### config.mk
export PLATFORM = sky130hd
export DESIGN_NAME = kdtree_query_scheduler_flat
export DESIGN_NICKNAME = d
export VERILOG_FILES = /design/src/rtl/kdtree_query_scheduler_pkg.sv /design/src/rtl/kdtree_query_scheduler_if.sv /design/src/rtl/kdtree_query_scheduler_tag_pipe.sv /design/src/rtl/kdtree_query_scheduler.sv /design/src/flat_wrapper.sv
export SDC_FILE = /design/constraint.sdc
export NUM_CORES = 1
export LEC_CHECK = 0
export CAP_MARGIN = 20
export CORE_MARGIN = 2
export CORE_UTILIZATION = 30
export CTS_BUF_LIST = sky130_fd_sc_hd__clkbuf_16
export CTS_CLUSTER_DIAMETER = 30
export CTS_CLUSTER_SIZE = 30
export DETAILED_ROUTE_END_ITERATION = 10
export PLACE_DENSITY = 0.57
export SETUP_SLACK_MARGIN = 0.05
export SYNTH_ARGS = -nofsm -noshare
export SYNTH_HDL_FRONTEND = slang
export SYNTH_SLANG_ARGS = --single-unit
### constraint.sdc
create_clock -name clk -period 3.95 [get_ports clk]
set_input_delay 0.5925 -clock clk [delete_from_list [all_inputs] [get_ports clk]]
set_output_delay 0.5925 -clock clk [all_outputs]
set_load 0.02 [all_outputs]
### src/rtl/kdtree_query_scheduler_pkg.sv
// rtl/kdtree_query_scheduler_pkg.sv - shared defaults, FSM states and tag type for the kd-tree scheduler
package kdtree_pkg;

  localparam int DEF_INTERNAL_WIDTH = 22;
  localparam int DEF_PATCH_WIDTH    = 55;
  localparam int DEF_ADDRESS_WIDTH  = 8;
  localparam int DEF_NUM_NODES      = 63;
  localparam int DEF_TREE_LATENCY   = 8;
  localparam int DEF_QIDX_WIDTH     = 12;

  typedef enum logic [2:0] {
    ST_IDLE,
    ST_LOAD,
    ST_QUERY,
    ST_DRAIN,
    ST_DONE
  } state_t;

  typedef struct packed {
    logic                      valid;
    logic [DEF_QIDX_WIDTH-1:0] idx;
  } tag_t;

endpackage

### src/rtl/kdtree_query_scheduler_if.sv
// rtl/kdtree_query_scheduler_if.sv - job, node/query streams, tree and result signals of the scheduler
interface kdtree_query_scheduler_if #(
  parameter int INTERNAL_WIDTH = kdtree_pkg::DEF_INTERNAL_WIDTH,
  parameter int PATCH_WIDTH    = kdtree_pkg::DEF_PATCH_WIDTH,
  parameter int ADDRESS_WIDTH  = kdtree_pkg::DEF_ADDRESS_WIDTH,
  parameter int QIDX_WIDTH     = kdtree_pkg::DEF_QIDX_WIDTH
);
  logic                      start;
  logic [QIDX_WIDTH-1:0]     num_queries;
  logic                      node_valid;
  logic                      node_ready;
  logic [INTERNAL_WIDTH-1:0] node_data;
  logic                      q_valid;
  logic                      q_ready;
  logic [PATCH_WIDTH-1:0]    q_data;
  logic                      tree_fsm_enable;
  logic                      tree_sender_enable;
  logic [INTERNAL_WIDTH-1:0] tree_sender_data;
  logic                      tree_patch_en;
  logic                      tree_patch_two_en;
  logic [PATCH_WIDTH-1:0]    tree_patch_in;
  logic [PATCH_WIDTH-1:0]    tree_patch_in_two;
  logic [ADDRESS_WIDTH-1:0]  tree_leaf_index;
  logic [ADDRESS_WIDTH-1:0]  tree_leaf_index_two;
  logic                      tree_receiver_en;
  logic                      tree_receiver_two_en;
  logic                      res_valid;
  logic                      res_valid_two;
  logic [QIDX_WIDTH-1:0]     res_idx;
  logic [QIDX_WIDTH-1:0]     res_idx_two;
  logic [ADDRESS_WIDTH-1:0]  res_leaf;
  logic [ADDRESS_WIDTH-1:0]  res_leaf_two;
  logic                      busy;
  logic                      done;
  logic                      err;

  modport slave (
    input  start, num_queries, node_valid, node_data, q_valid, q_data,
           tree_leaf_index, tree_leaf_index_two, tree_receiver_en, tree_receiver_two_en,
    output node_ready, q_ready, tree_fsm_enable, tree_sender_enable, tree_sender_data,
           tree_patch_en, tree_patch_two_en, tree_patch_in, tree_patch_in_two,
           res_valid, res_valid_two, res_idx, res_idx_two, res_leaf, res_leaf_two,
           busy, done, err
  );

  modport master (
    output start, num_queries, node_valid, node_data, q_valid, q_data,
           tree_leaf_index, tree_leaf_index_two, tree_receiver_en, tree_receiver_two_en,
    input  node_ready, q_ready, tree_fsm_enable, tree_sender_enable, tree_sender_data,
           tree_patch_en, tree_patch_two_en, tree_patch_in, tree_patch_in_two,
           res_valid, res_valid_two, res_idx, res_idx_two, res_leaf, res_leaf_two,
           busy, done, err
  );

endinterface

### src/rtl/kdtree_query_scheduler_tag_pipe.sv
// rtl/kdtree_query_scheduler_tag_pipe.sv - fixed-latency {valid, idx} shadow of one tree lane
module kdtree_tag_pipe
  import kdtree_pkg::*;
#(
  parameter int DEPTH = DEF_TREE_LATENCY
) (
  input  logic                      clk,
  input  logic                      rst_n,
  input  logic                      load,
  input  logic [DEF_QIDX_WIDTH-1:0] load_idx,
  output tag_t                      head,
  output logic                      occupied
);

  tag_t pipe_q [DEPTH];
  tag_t pipe_d [DEPTH];

  always_comb begin
    pipe_d[0].valid = load;
    pipe_d[0].idx   = load ? load_idx : '0;
    for (int i = 1; i < DEPTH; i++) begin
      pipe_d[i] = pipe_q[i-1];
    end
  end

  always_ff @(posedge clk) begin
    if (!rst_n) begin
      for (int i = 0; i < DEPTH; i++) begin
        pipe_q[i] <= '0;
      end
    end else begin
      pipe_q <= pipe_d;
    end
  end

  assign head = pipe_q[DEPTH-1];

  always_comb begin
    occupied = 1'b0;
    for (int i = 0; i < DEPTH; i++) begin
      occupied = occupied | pipe_q[i].valid;
    end
  end

endmodule

### src/rtl/kdtree_query_scheduler.sv
// rtl/kdtree_query_scheduler.sv - loads kd-tree node words, pairs queries onto two tree lanes, tags results
module kdtree_query_scheduler
  import kdtree_pkg::*;
#(
  parameter int INTERNAL_WIDTH = DEF_INTERNAL_WIDTH,
  parameter int PATCH_WIDTH    = DEF_PATCH_WIDTH,
  parameter int ADDRESS_WIDTH  = DEF_ADDRESS_WIDTH,
  parameter int NUM_NODES      = DEF_NUM_NODES,
  parameter int TREE_LATENCY   = DEF_TREE_LATENCY,
  parameter int QIDX_WIDTH     = DEF_QIDX_WIDTH
) (
  input logic                      clk,
  input logic                      rst_n,
  kdtree_query_scheduler_if.slave  bus
);

  localparam int NCW = $clog2(NUM_NODES + 1);
  localparam logic [NCW-1:0] NODE_LAST = NCW'(NUM_NODES - 1);

  state_t                  state_q, state_d;
  logic [NCW-1:0]          node_cnt_q, node_cnt_d;
  logic [QIDX_WIDTH-1:0]   num_q_q, num_q_d;
  logic [QIDX_WIDTH-1:0]   acc_cnt_q, acc_cnt_d;
  logic                    pair_valid_q, pair_valid_d;
  logic [PATCH_WIDTH-1:0]  pair_data_q, pair_data_d;
  logic [QIDX_WIDTH-1:0]   pair_idx_q, pair_idx_d;
  logic                    patch_en_q, patch_en_d;
  logic                    patch_two_en_q, patch_two_en_d;
  logic [PATCH_WIDTH-1:0]  patch_in_q, patch_in_d;
  logic [PATCH_WIDTH-1:0]  patch_in_two_q, patch_in_two_d;
  logic [QIDX_WIDTH-1:0]   idx0_q, idx0_d;
  logic [QIDX_WIDTH-1:0]   idx1_q, idx1_d;
  logic                    job_seen_q, job_seen_d;
  logic                    err_q, err_d;

  logic node_ready, fsm_en, sender_en, q_ready, busy, done, res_gate;
  logic [INTERNAL_WIDTH-1:0] sender_data;
  tag_t head0, head1;
  logic occ0, occ1;

  kdtree_tag_pipe #(.DEPTH(TREE_LATENCY)) u_tag_pipe0 (
    .clk(clk), .rst_n(rst_n), .load(patch_en_q), .load_idx(idx0_q),
    .head(head0), .occupied(occ0)
  );

  kdtree_tag_pipe #(.DEPTH(TREE_LATENCY)) u_tag_pipe1 (
    .clk(clk), .rst_n(rst_n), .load(patch_two_en_q), .load_idx(idx1_q),
    .head(head1), .occupied(occ1)
  );

  always_comb begin
    state_d        = state_q;
    node_cnt_d     = node_cnt_q;
    num_q_d        = num_q_q;
    acc_cnt_d      = acc_cnt_q;
    pair_valid_d   = pair_valid_q;
    pair_data_d    = pair_data_q;
    pair_idx_d     = pair_idx_q;
    patch_en_d     = 1'b0;
    patch_two_en_d = 1'b0;
    patch_in_d     = patch_in_q;
    patch_in_two_d = patch_in_two_q;
    idx0_d         = idx0_q;
    idx1_d         = idx1_q;
    job_seen_d     = job_seen_q;
    err_d          = err_q;
    node_ready     = 1'b0;
    fsm_en         = 1'b0;
    sender_en      = 1'b0;
    sender_data    = '0;
    q_ready        = 1'b0;
    busy           = 1'b1;
    done           = 1'b0;

    case (state_q)
      ST_IDLE: begin
        busy = 1'b0;
        if (bus.start) begin
          state_d      = ST_LOAD;
          num_q_d      = bus.num_queries;
          node_cnt_d   = '0;
          acc_cnt_d    = '0;
          pair_valid_d = 1'b0;
          job_seen_d   = 1'b1;
        end
      end
      ST_LOAD: begin
        node_ready  = 1'b1;
        fsm_en      = 1'b1;
        sender_en   = bus.node_valid;
        sender_data = bus.node_data;
        if (bus.node_valid) begin
          node_cnt_d = node_cnt_q + 1'b1;
          if (node_cnt_q == NODE_LAST) state_d = ST_QUERY;
        end
      end
      ST_QUERY: begin
        // The pair register always frees on an odd accept, so only the count gates q_ready.
        q_ready = (acc_cnt_q < num_q_q);
        if (acc_cnt_q == num_q_q) begin
          state_d = ST_DRAIN;
        end else if (bus.q_valid) begin
          acc_cnt_d = acc_cnt_q + 1'b1;
          if (acc_cnt_q[0]) begin
            patch_en_d     = 1'b1;
            patch_two_en_d = 1'b1;
            patch_in_d     = pair_data_q;
            patch_in_two_d = bus.q_data;
            idx0_d         = pair_idx_q;
            idx1_d         = acc_cnt_q;
            pair_valid_d   = 1'b0;
          end else if (acc_cnt_q == (num_q_q - 1'b1)) begin
            patch_en_d = 1'b1;
            patch_in_d = bus.q_data;
            idx0_d     = acc_cnt_q;
          end else begin
            pair_valid_d = 1'b1;
            pair_data_d  = bus.q_data;
            pair_idx_d   = acc_cnt_q;
          end
        end
      end
      ST_DRAIN: begin
        if (!occ0 && !occ1 && !patch_en_q && !patch_two_en_q) state_d = ST_DONE;
      end
      ST_DONE: begin
        done    = 1'b1;
        state_d = ST_IDLE;
      end
      default: state_d = ST_IDLE;
    endcase

    // Results not covered by a tag are errors, but only once a job exists since reset.
    if (job_seen_q && ((bus.tree_receiver_en != head0.valid) ||
                       (bus.tree_receiver_two_en != head1.valid))) begin
      err_d = 1'b1;
    end
  end

  always_ff @(posedge clk) begin
    if (!rst_n) begin
      state_q        <= ST_IDLE;
      node_cnt_q     <= '0;
      num_q_q        <= '0;
      acc_cnt_q      <= '0;
      pair_valid_q   <= 1'b0;
      pair_data_q    <= '0;
      pair_idx_q     <= '0;
      patch_en_q     <= 1'b0;
      patch_two_en_q <= 1'b0;
      patch_in_q     <= '0;
      patch_in_two_q <= '0;
      idx0_q         <= '0;
      idx1_q         <= '0;
      job_seen_q     <= 1'b0;
      err_q          <= 1'b0;
    end else begin
      state_q        <= state_d;
      node_cnt_q     <= node_cnt_d;
      num_q_q        <= num_q_d;
      acc_cnt_q      <= acc_cnt_d;
      pair_valid_q   <= pair_valid_d;
      pair_data_q    <= pair_data_d;
      pair_idx_q     <= pair_idx_d;
      patch_en_q     <= patch_en_d;
      patch_two_en_q <= patch_two_en_d;
      patch_in_q     <= patch_in_d;
      patch_in_two_q <= patch_in_two_d;
      idx0_q         <= idx0_d;
      idx1_q         <= idx1_d;
      job_seen_q     <= job_seen_d;
      err_q          <= err_d;
    end
  end

  assign res_gate = (state_q == ST_QUERY) || (state_q == ST_DRAIN) || (state_q == ST_DONE);

  assign bus.node_ready         = node_ready;
  assign bus.q_ready            = q_ready;
  assign bus.tree_fsm_enable    = fsm_en;
  assign bus.tree_sender_enable = sender_en;
  assign bus.tree_sender_data   = sender_data;
  assign bus.tree_patch_en      = patch_en_q;
  assign bus.tree_patch_two_en  = patch_two_en_q;
  assign bus.tree_patch_in      = patch_in_q;
  assign bus.tree_patch_in_two  = patch_in_two_q;
  assign bus.res_valid          = res_gate & bus.tree_receiver_en;
  assign bus.res_valid_two      = res_gate & bus.tree_receiver_two_en;
  assign bus.res_idx            = (res_gate & bus.tree_receiver_en) ? head0.idx : '0;
  assign bus.res_idx_two        = (res_gate & bus.tree_receiver_two_en) ? head1.idx : '0;
  assign bus.res_leaf           = (res_gate & bus.tree_receiver_en) ? bus.tree_leaf_index : '0;
  assign bus.res_leaf_two       = (res_gate & bus.tree_receiver_two_en) ? bus.tree_leaf_index_two : '0;
  assign bus.busy               = busy;
  assign bus.done               = done;
  assign bus.err                = err_q;

endmodule

### src/flat_wrapper.sv
// flat-port wrapper written by rule: the top's interface ports become plain ports
module kdtree_query_scheduler_flat import kdtree_pkg::*;
#(
  parameter int INTERNAL_WIDTH = DEF_INTERNAL_WIDTH,
  parameter int PATCH_WIDTH    = DEF_PATCH_WIDTH,
  parameter int ADDRESS_WIDTH  = DEF_ADDRESS_WIDTH,
  parameter int NUM_NODES      = DEF_NUM_NODES,
  parameter int TREE_LATENCY   = DEF_TREE_LATENCY,
  parameter int QIDX_WIDTH     = DEF_QIDX_WIDTH
)
  (clk, rst_n, bus_start, bus_num_queries, bus_node_valid, bus_node_data, bus_q_valid, bus_q_data, bus_tree_leaf_index, bus_tree_leaf_index_two, bus_tree_receiver_en, bus_tree_receiver_two_en, bus_node_ready, bus_q_ready, bus_tree_fsm_enable, bus_tree_sender_enable, bus_tree_sender_data, bus_tree_patch_en, bus_tree_patch_two_en, bus_tree_patch_in, bus_tree_patch_in_two, bus_res_valid, bus_res_valid_two, bus_res_idx, bus_res_idx_two, bus_res_leaf, bus_res_leaf_two, bus_busy, bus_done, bus_err);
  kdtree_query_scheduler_if #(.INTERNAL_WIDTH(INTERNAL_WIDTH), .PATCH_WIDTH(PATCH_WIDTH), .ADDRESS_WIDTH(ADDRESS_WIDTH), .QIDX_WIDTH(QIDX_WIDTH)) bus_i ();
  input logic clk;
  input logic rst_n;
  input wire logic [$bits(bus_i.start)-1:0] bus_start;
  input wire logic [$bits(bus_i.num_queries)-1:0] bus_num_queries;
  input wire logic [$bits(bus_i.node_valid)-1:0] bus_node_valid;
  input wire logic [$bits(bus_i.node_data)-1:0] bus_node_data;
  input wire logic [$bits(bus_i.q_valid)-1:0] bus_q_valid;
  input wire logic [$bits(bus_i.q_data)-1:0] bus_q_data;
  input wire logic [$bits(bus_i.tree_leaf_index)-1:0] bus_tree_leaf_index;
  input wire logic [$bits(bus_i.tree_leaf_index_two)-1:0] bus_tree_leaf_index_two;
  input wire logic [$bits(bus_i.tree_receiver_en)-1:0] bus_tree_receiver_en;
  input wire logic [$bits(bus_i.tree_receiver_two_en)-1:0] bus_tree_receiver_two_en;
  output wire logic [$bits(bus_i.node_ready)-1:0] bus_node_ready;
  output wire logic [$bits(bus_i.q_ready)-1:0] bus_q_ready;
  output wire logic [$bits(bus_i.tree_fsm_enable)-1:0] bus_tree_fsm_enable;
  output wire logic [$bits(bus_i.tree_sender_enable)-1:0] bus_tree_sender_enable;
  output wire logic [$bits(bus_i.tree_sender_data)-1:0] bus_tree_sender_data;
  output wire logic [$bits(bus_i.tree_patch_en)-1:0] bus_tree_patch_en;
  output wire logic [$bits(bus_i.tree_patch_two_en)-1:0] bus_tree_patch_two_en;
  output wire logic [$bits(bus_i.tree_patch_in)-1:0] bus_tree_patch_in;
  output wire logic [$bits(bus_i.tree_patch_in_two)-1:0] bus_tree_patch_in_two;
  output wire logic [$bits(bus_i.res_valid)-1:0] bus_res_valid;
  output wire logic [$bits(bus_i.res_valid_two)-1:0] bus_res_valid_two;
  output wire logic [$bits(bus_i.res_idx)-1:0] bus_res_idx;
  output wire logic [$bits(bus_i.res_idx_two)-1:0] bus_res_idx_two;
  output wire logic [$bits(bus_i.res_leaf)-1:0] bus_res_leaf;
  output wire logic [$bits(bus_i.res_leaf_two)-1:0] bus_res_leaf_two;
  output wire logic [$bits(bus_i.busy)-1:0] bus_busy;
  output wire logic [$bits(bus_i.done)-1:0] bus_done;
  output wire logic [$bits(bus_i.err)-1:0] bus_err;
  assign bus_i.start = bus_start;
  assign bus_i.num_queries = bus_num_queries;
  assign bus_i.node_valid = bus_node_valid;
  assign bus_i.node_data = bus_node_data;
  assign bus_i.q_valid = bus_q_valid;
  assign bus_i.q_data = bus_q_data;
  assign bus_i.tree_leaf_index = bus_tree_leaf_index;
  assign bus_i.tree_leaf_index_two = bus_tree_leaf_index_two;
  assign bus_i.tree_receiver_en = bus_tree_receiver_en;
  assign bus_i.tree_receiver_two_en = bus_tree_receiver_two_en;
  assign bus_node_ready = bus_i.node_ready;
  assign bus_q_ready = bus_i.q_ready;
  assign bus_tree_fsm_enable = bus_i.tree_fsm_enable;
  assign bus_tree_sender_enable = bus_i.tree_sender_enable;
  assign bus_tree_sender_data = bus_i.tree_sender_data;
  assign bus_tree_patch_en = bus_i.tree_patch_en;
  assign bus_tree_patch_two_en = bus_i.tree_patch_two_en;
  assign bus_tree_patch_in = bus_i.tree_patch_in;
  assign bus_tree_patch_in_two = bus_i.tree_patch_in_two;
  assign bus_res_valid = bus_i.res_valid;
  assign bus_res_valid_two = bus_i.res_valid_two;
  assign bus_res_idx = bus_i.res_idx;
  assign bus_res_idx_two = bus_i.res_idx_two;
  assign bus_res_leaf = bus_i.res_leaf;
  assign bus_res_leaf_two = bus_i.res_leaf_two;
  assign bus_busy = bus_i.busy;
  assign bus_done = bus_i.done;
  assign bus_err = bus_i.err;
  kdtree_query_scheduler #(.INTERNAL_WIDTH(INTERNAL_WIDTH), .PATCH_WIDTH(PATCH_WIDTH), .ADDRESS_WIDTH(ADDRESS_WIDTH), .NUM_NODES(NUM_NODES), .TREE_LATENCY(TREE_LATENCY), .QIDX_WIDTH(QIDX_WIDTH)) u_core (.clk(clk), .rst_n(rst_n), .bus(bus_i));
endmodule
# Yosys cells after proc, flatten, opt, wreduce, memory -nomap -nowiden
# Cells that the tools add are included.
# totals
regBits	445
latch_bits	0
ram_bits	0
mem_bits_ro	0
input_bits	112
output_inout_bits	183
memories	0
# op_classes
addsub	3
mul	0
n_div	0
n_lt_le_gt_ge	1
eq_ne	16
shift	0
mux	30
bitwise	22
n_reduce_logical	25
# op_table
operator	count
two-way mux 55 bit	2
two-way mux 12 bit	7
equality test 12 bit	2
case mux 12 bit (2 select lines)	1
two-way mux 22 bit	1
two-way mux 8 bit	2
two-way mux 3 bit	5
bitwise OR 1 bit	14
adder 12 x 1 -> 12 bit, second input constant	1
less-than comparator 12 bit	1
two-way mux 6 bit	2
case mux 3 bit (4 select lines)	1
case mux 6 bit (2 select lines)	1
AND reduction 4 bit	3
subtractor 12 x 1 -> 12 bit, second input constant	1
AND reduction 5 bit	2
two-way mux 1 bit	8
inequality test 2 bit, second input constant	4
adder 6 x 1 -> 6 bit, second input constant	1
equality test 3 x 2 -> 1 bit, second input constant	2
equality test 6 bit, second input constant	1
inequality test 2 x 1 -> 1 bit, second input constant	3
NOT 1 bit	6
AND reduction 2 bit	3
11 further kinds	23

# Logic depth before layout (Yosys ltp)
# logic_depth
word_depth	13
mapped_depth	12
ltp_nobuf	9

# Hierarchy
# A second synthesis with hierarchy kept.
# unflattened
cells_unflattened	1672
area_unflattened_um2	16220.6
# by_module_without_submodules
module	n_inst	cells_per_inst	area_each_um2	seq_area_each_um2
kdtree_query_scheduler	1	1226	10517.6	4724.5
kdtree_tag_pipe	2	223	2851.5	2082.0

# Least setup slack after synthesis
# Ideal clock, no wire load.
# synth_timing
path_type	reg2reg
startpoint	reg u_core.num_q_q[1]
endpoint	reg u_core.patch_in_q[14], in the netlist u_core.bus.tree_patch_in[14]
setup_ps	122
arrival_ps	2648
required_time_ps	3828
setup_slack_ps	1180
stages_incl_launch_ff	12
n_path_buf	2
cell_sequence	dfxtp_1 inv_1 ha_1 or3b_1 o31a_1 o32ai_1 a21oi_1 nor4_4 o21ai_2 buf_2 buf_6 a221o_1
# synth_between
elab_chain_cells	4
elab_cells_between_ends	6
cone_classes	add/sub: 1; eq/ne: 2; bitwise: 1; reduce/logical: 2
# synth_lines
element	line_no	rtl
from (decl)	kdtree_query_scheduler.sv:22	logic [QIDX_WIDTH-1:0] num_q_q, num_q_d;
from (signal assigned)	kdtree_query_scheduler.sv:160	num_q_q <= num_q_d;
subtractor 12 x 1 -> 12 bit	kdtree_query_scheduler.sv:112	end else if (acc_cnt_q == (num_q_q - 1'b1)) begin
equality test 12 bit	kdtree_query_scheduler.sv:112	
nonzero test 2 bit (no line)	-	
AND reduction 4 bit (no line) (*)	-	
to (signal assigned)	kdtree_query_scheduler.sv:167	patch_in_q <= patch_in_d;
to (decl)	kdtree_query_scheduler.sv:29	logic [PATCH_WIDTH-1:0] patch_in_q, patch_in_d;
# Every way passes the cells marked *; elsewhere a longest branch is shown, timed or not.
# A chain may end at the register's enable or synchronous reset.

# Worst setup path in the final report
# layout_timing
startpoint	reg u_core.acc_cnt_q[8]
endpoint	out bus_q_ready
# layout_between
elab_chain_cells	2
# layout_lines
element	line_no	rtl
from (decl)	kdtree_query_scheduler.sv:23	logic [QIDX_WIDTH-1:0] acc_cnt_q, acc_cnt_d;
from (signal assigned)	kdtree_query_scheduler.sv:161	acc_cnt_q <= acc_cnt_d;
less-than comparator 12 bit	kdtree_query_scheduler.sv:99	q_ready = (acc_cnt_q < num_q_q);
two-way mux 1 bit	kdtree_query_scheduler.sv:75	case (state_q)
to (decl)	flat_wrapper.sv:26	output wire logic [$bits(bus_i.q_ready)-1:0] bus_q_ready;
# Every way passes these cells.

==> parameters.txt <==
Parameter                              Value

Floorplan
  Width of the chip    232 um
  Number of core rows    83
  Total Die Area    53,600 sq um
  Number of top-level design ports    295
  Placeable core region    51,200 sq um
  Initial core utilization    30.3%
  Vertical die dimension    232 um

Place
  Placed Cells    2,399
  Routability-driven placement congestion ratio    0.833
  Input/output buffers    293
  Setup slack at placement    0.659 ns
  Detailed Place HPWL    23.2 mm

Critical path
  Max Fanout on Critical Path    9
  R2r endpoint    u_core.bus.tree_patch_in[46]$_SDFFE_PN0P_
  Reg2reg path depth    10
  Path type of the worst setup path    reg2out
  End point of the critical path    bus_q_ready
  Setup crit start    u_core.acc_cnt_q[8]$_SDFFE_PN0P_
  Reg-to-reg setup timing slack    0.69 ns
  Arr. time, crit path    3.17 ns
  Crit path launch type    flip-flop
  CP endpoint kind    primary output
  Start of the worst register-to-register path    u_core.num_q_q[0]$_SDFFE_PN0P_
  CP Data Required Time    3.36 ns

Route
  Final antenna-violating net count    0
  Pre-Repair DR Iteration Count    4
  Detailed Route Iter0 Violations    498
  Detailed-route vias per instance    4.38
  Overall via count from detail_route    11,290
  Total Wirelength    37.6 mm
  Average wire length per cell after detail routing    14.6 um
  Remaining routing DRC violations    0

Logic synthesis
  Number of warnings printed during yosys synthesis    0
  Library cell with the largest summed area after synthesis    sky130_fd_sc_hd__dfxtp_1
  Synthesized net count    1,650
  Synth Area per Inst    10.2 sq um
  Netlist Area Pre-Place    15,500 sq um
  Async set-or-reset flop fraction in the synthesized netlist    0%
  Top cells by instance count after synthesis    sky130_fd_sc_hd__dfxtp_1 (436), sky130_fd_sc_hd__and2_1 (243), sky130_fd_sc_hd__nand2_1 (187)
  Number of different library cells in the post-synthesis netlist    53
  Number of standard cells after synthesis    1,522
  Number of synthesized register bits    436
  Most common cell in the synthesized netlist    sky130_fd_sc_hd__dfxtp_1
  Sequential element share of the synthesized area    56.2%
  Main area contributors after synthesis    sky130_fd_sc_hd__dfxtp_1 (56%), sky130_fd_sc_hd__and2_1 (9.8%), sky130_fd_sc_hd__nand2_1 (4.5%)
  Fraction of synthesized cell area taken by the top area cell type    56.2%
  Number of synthesized flops with an enable pin    0
  Most used DFF post-synth    sky130_fd_sc_hd__dfxtp_1

Clock network
  Clock tree from TritonCTS    built
  Setup bufs post-CTS    0
  Total number of H-tree levels    3
  Clk_lat worst skew    0.61 ns
  Clock Tree Buf Depth    3
  Post-CTS clock slew at the launch and capture registers of the worst setup and hold paths    0.04 ns
  Library cell used as clock root buffer    sky130_fd_sc_hd__clkbuf_16
  TritonCTS Buffers    96
  Count of clock tree sinks    436

GRT
  Pin count of the biggest net entering global routing    249
  First-pass GRT wire length    60.1 mm
  Number of antenna violations at the first check in global routing    1
  GRT Max-Usage Layer    met2
  Overall fraction of global-route tracks in use    13.9%
  Number of global-route vias before repair    11,370
  Met2 GRT Util    21.9%
  Fraction of met1 tracks used by global routing    16.7%
  Met3 Usage GRT    5.83%
  Global route overflow    0

Pwr
  Leakage power of the design    9.14 nW
  Power per standard cell area    611 nW/um^2
  Worst vdd ir    371 uV

Finish
  Fill cell count    4,843
  Count of placed standard cells in the final layout, fillers left out    2,575
  Number of antenna cells inserted    0
  Area growth syn-to-layout    42.3%
  Proportion of layout cells with a drive suffix above 1    9.02%
  Number of nets in the finished design    1,945

Timing
  WHS    0.326 ns
  Setup repair after global routing missed its margin    no
  Final Hold Viols    0
  TNS Setup    0 ns
  Setup-violating endpoint count in the final report    0
  Pin slew with the least headroom to its limit    0.834 ns
  Tmin final    3.77 ns
  Max Freq    266 MHz
  Worst rel slew slack    44.4%
  Worst setup skew after layout    0.0192 ns
  Post-layout worst setup margin    0.184 ns
  Final Max Tran Viols    0
  Final worst-path cycle share    95.3%

Run
  Max Cap Violations    0

Worst hold path
  Hold wc startpoint    rst_n
  Path category of the worst min-delay check    in2reg

Outcome
  Result of the run    finished, final reports clean
[placed cells by master, fill, tap and decap left out, types with 5 or more instances in the layout]
cell type and instances:
sky130_fd_sc_hd__clkdlybuf4s50_1 292, sky130_fd_sc_hd__o21a_1 6, sky130_fd_sc_hd__nand4_1 6, sky130_fd_sc_hd__inv_1 36, sky130_fd_sc_hd__buf_4 14, sky130_fd_sc_hd__clkbuf_16 98, sky130_fd_sc_hd__dfxtp_1 435, sky130_fd_sc_hd__nor4_1 5
sky130_fd_sc_hd__a21oi_1 10, sky130_fd_sc_hd__nor2b_1 64, sky130_fd_sc_hd__or3_1 9, sky130_fd_sc_hd__clkinv_2 19, sky130_fd_sc_hd__clkinv_1 17, sky130_fd_sc_hd__and3_1 90, sky130_fd_sc_hd__nand3_1 8, sky130_fd_sc_hd__a21boi_0 79
sky130_fd_sc_hd__o21ai_0 10, sky130_fd_sc_hd__and2_1 243, sky130_fd_sc_hd__xnor2_1 9, sky130_fd_sc_hd__clkinvlp_4 9, sky130_fd_sc_hd__nor2_1 20, sky130_fd_sc_hd__ha_1 16, sky130_fd_sc_hd__mux2i_1 56, sky130_fd_sc_hd__bufinv_16 7
sky130_fd_sc_hd__a221o_1 66, sky130_fd_sc_hd__nand2_1 186, sky130_fd_sc_hd__xor2_1 13, sky130_fd_sc_hd__o2bb2ai_1 10, sky130_fd_sc_hd__nor3_1 8
[state kept, by name, summed over array words and instances, names as in the netlist, 13 cells and up]
name	cells
u_core.bus.tree_patch_in	55
u_core.bus.tree_patch_in_two	55
u_core.pair_data_q	55
u_core.u_tag_pipe0.pipe_d	84
u_core.u_tag_pipe1.head	13
u_core.u_tag_pipe1.pipe_d	91
[worst max-delay path: stages, from the launching register on]
cell and delay, ns:
sky130_fd_sc_hd__dfxtp_1 0.61, sky130_fd_sc_hd__ha_1 0.33, sky130_fd_sc_hd__a21o_1 0.16, sky130_fd_sc_hd__a211oi_1 0.32, sky130_fd_sc_hd__o21ai_0 0.17, sky130_fd_sc_hd__a211oi_1 0.32
sky130_fd_sc_hd__clkdlybuf4s50_1 0.66
[worst min path at each step]
stage,to,slack (ns),cells past startpoint
after floorplan,u_core.u_tag_pipe0.head[10]$_SDFF_PN0_,0.41,1
after global placement,u_core.u_tag_pipe1.pipe_d[61]$_SDFF_PN0_,0.41,1
after detailed placement,u_core.u_tag_pipe1.pipe_d[39]$_SDFF_PN0_,0.42,1
after CTS,u_core.acc_cnt_q[0]$_SDFFE_PN0P_,0.28,2
after global routing,u_core.acc_cnt_q[0]$_SDFFE_PN0P_,0.31,2
final,u_core.bus.tree_patch_en$_SDFF_PP0_,0.33,2
[metrics by stage]
step	total power [W]	instance area (sq um)	util, %
after global placement	0.00624	19000	37.1
after detailed placement	0.00626	19000	37.1
after global routing	0.0141	22100	43.2
after floorplan	0.00565	15500	-
final	0.0135	22100	43.2
after CTS	0.0137	22100	43.2
[metal layers]
| metal | vias up | part of all wire [%] |
|---|---|---|
| met5 | - | 0.035 |
| met1 | 5173 | 45 |
| met3 | 76 | 8.7 |
| met2 | 297 | 44 |
| li1 | 5742 | - |
| met4 | 2 | 2.5 |
[power breakdown]
part           leakage, nW  internal (W)  switching, W  total (W)
Sequential            3.51       0.00452     0.0000933    0.00461
Clock                 1.56       0.00492       0.00242    0.00734
Combinational         4.07      0.000689      0.000865    0.00155
[layout make-up]
cell class	count	area [sq um]	share of cell area (%)
sequential	436	8730	39.5
timing repair buffer	310	3100	14.0
tap	680	851	3.85
inverter	19	71.3	0.323
clock inverter	78	627	2.84
clock buffer	98	2450	11.1
multi-input combinational	954	6260	28.4
[cells by family after synthesis]
logic type	synth area share [%]
compound gates	10.8
fa+ha+maj	1.29
other cells	0.0242
xor+xnor	1.24
mux	3.61
simple gates	23.1
buf+inv	3.71
flops	56.2
[what timing repair did]
item,in CTS,in global routing
setup endpoints to repair,0,1
resized for setup,0,1
hold buffers,0,0
Power figures use the tool's default switching activity.
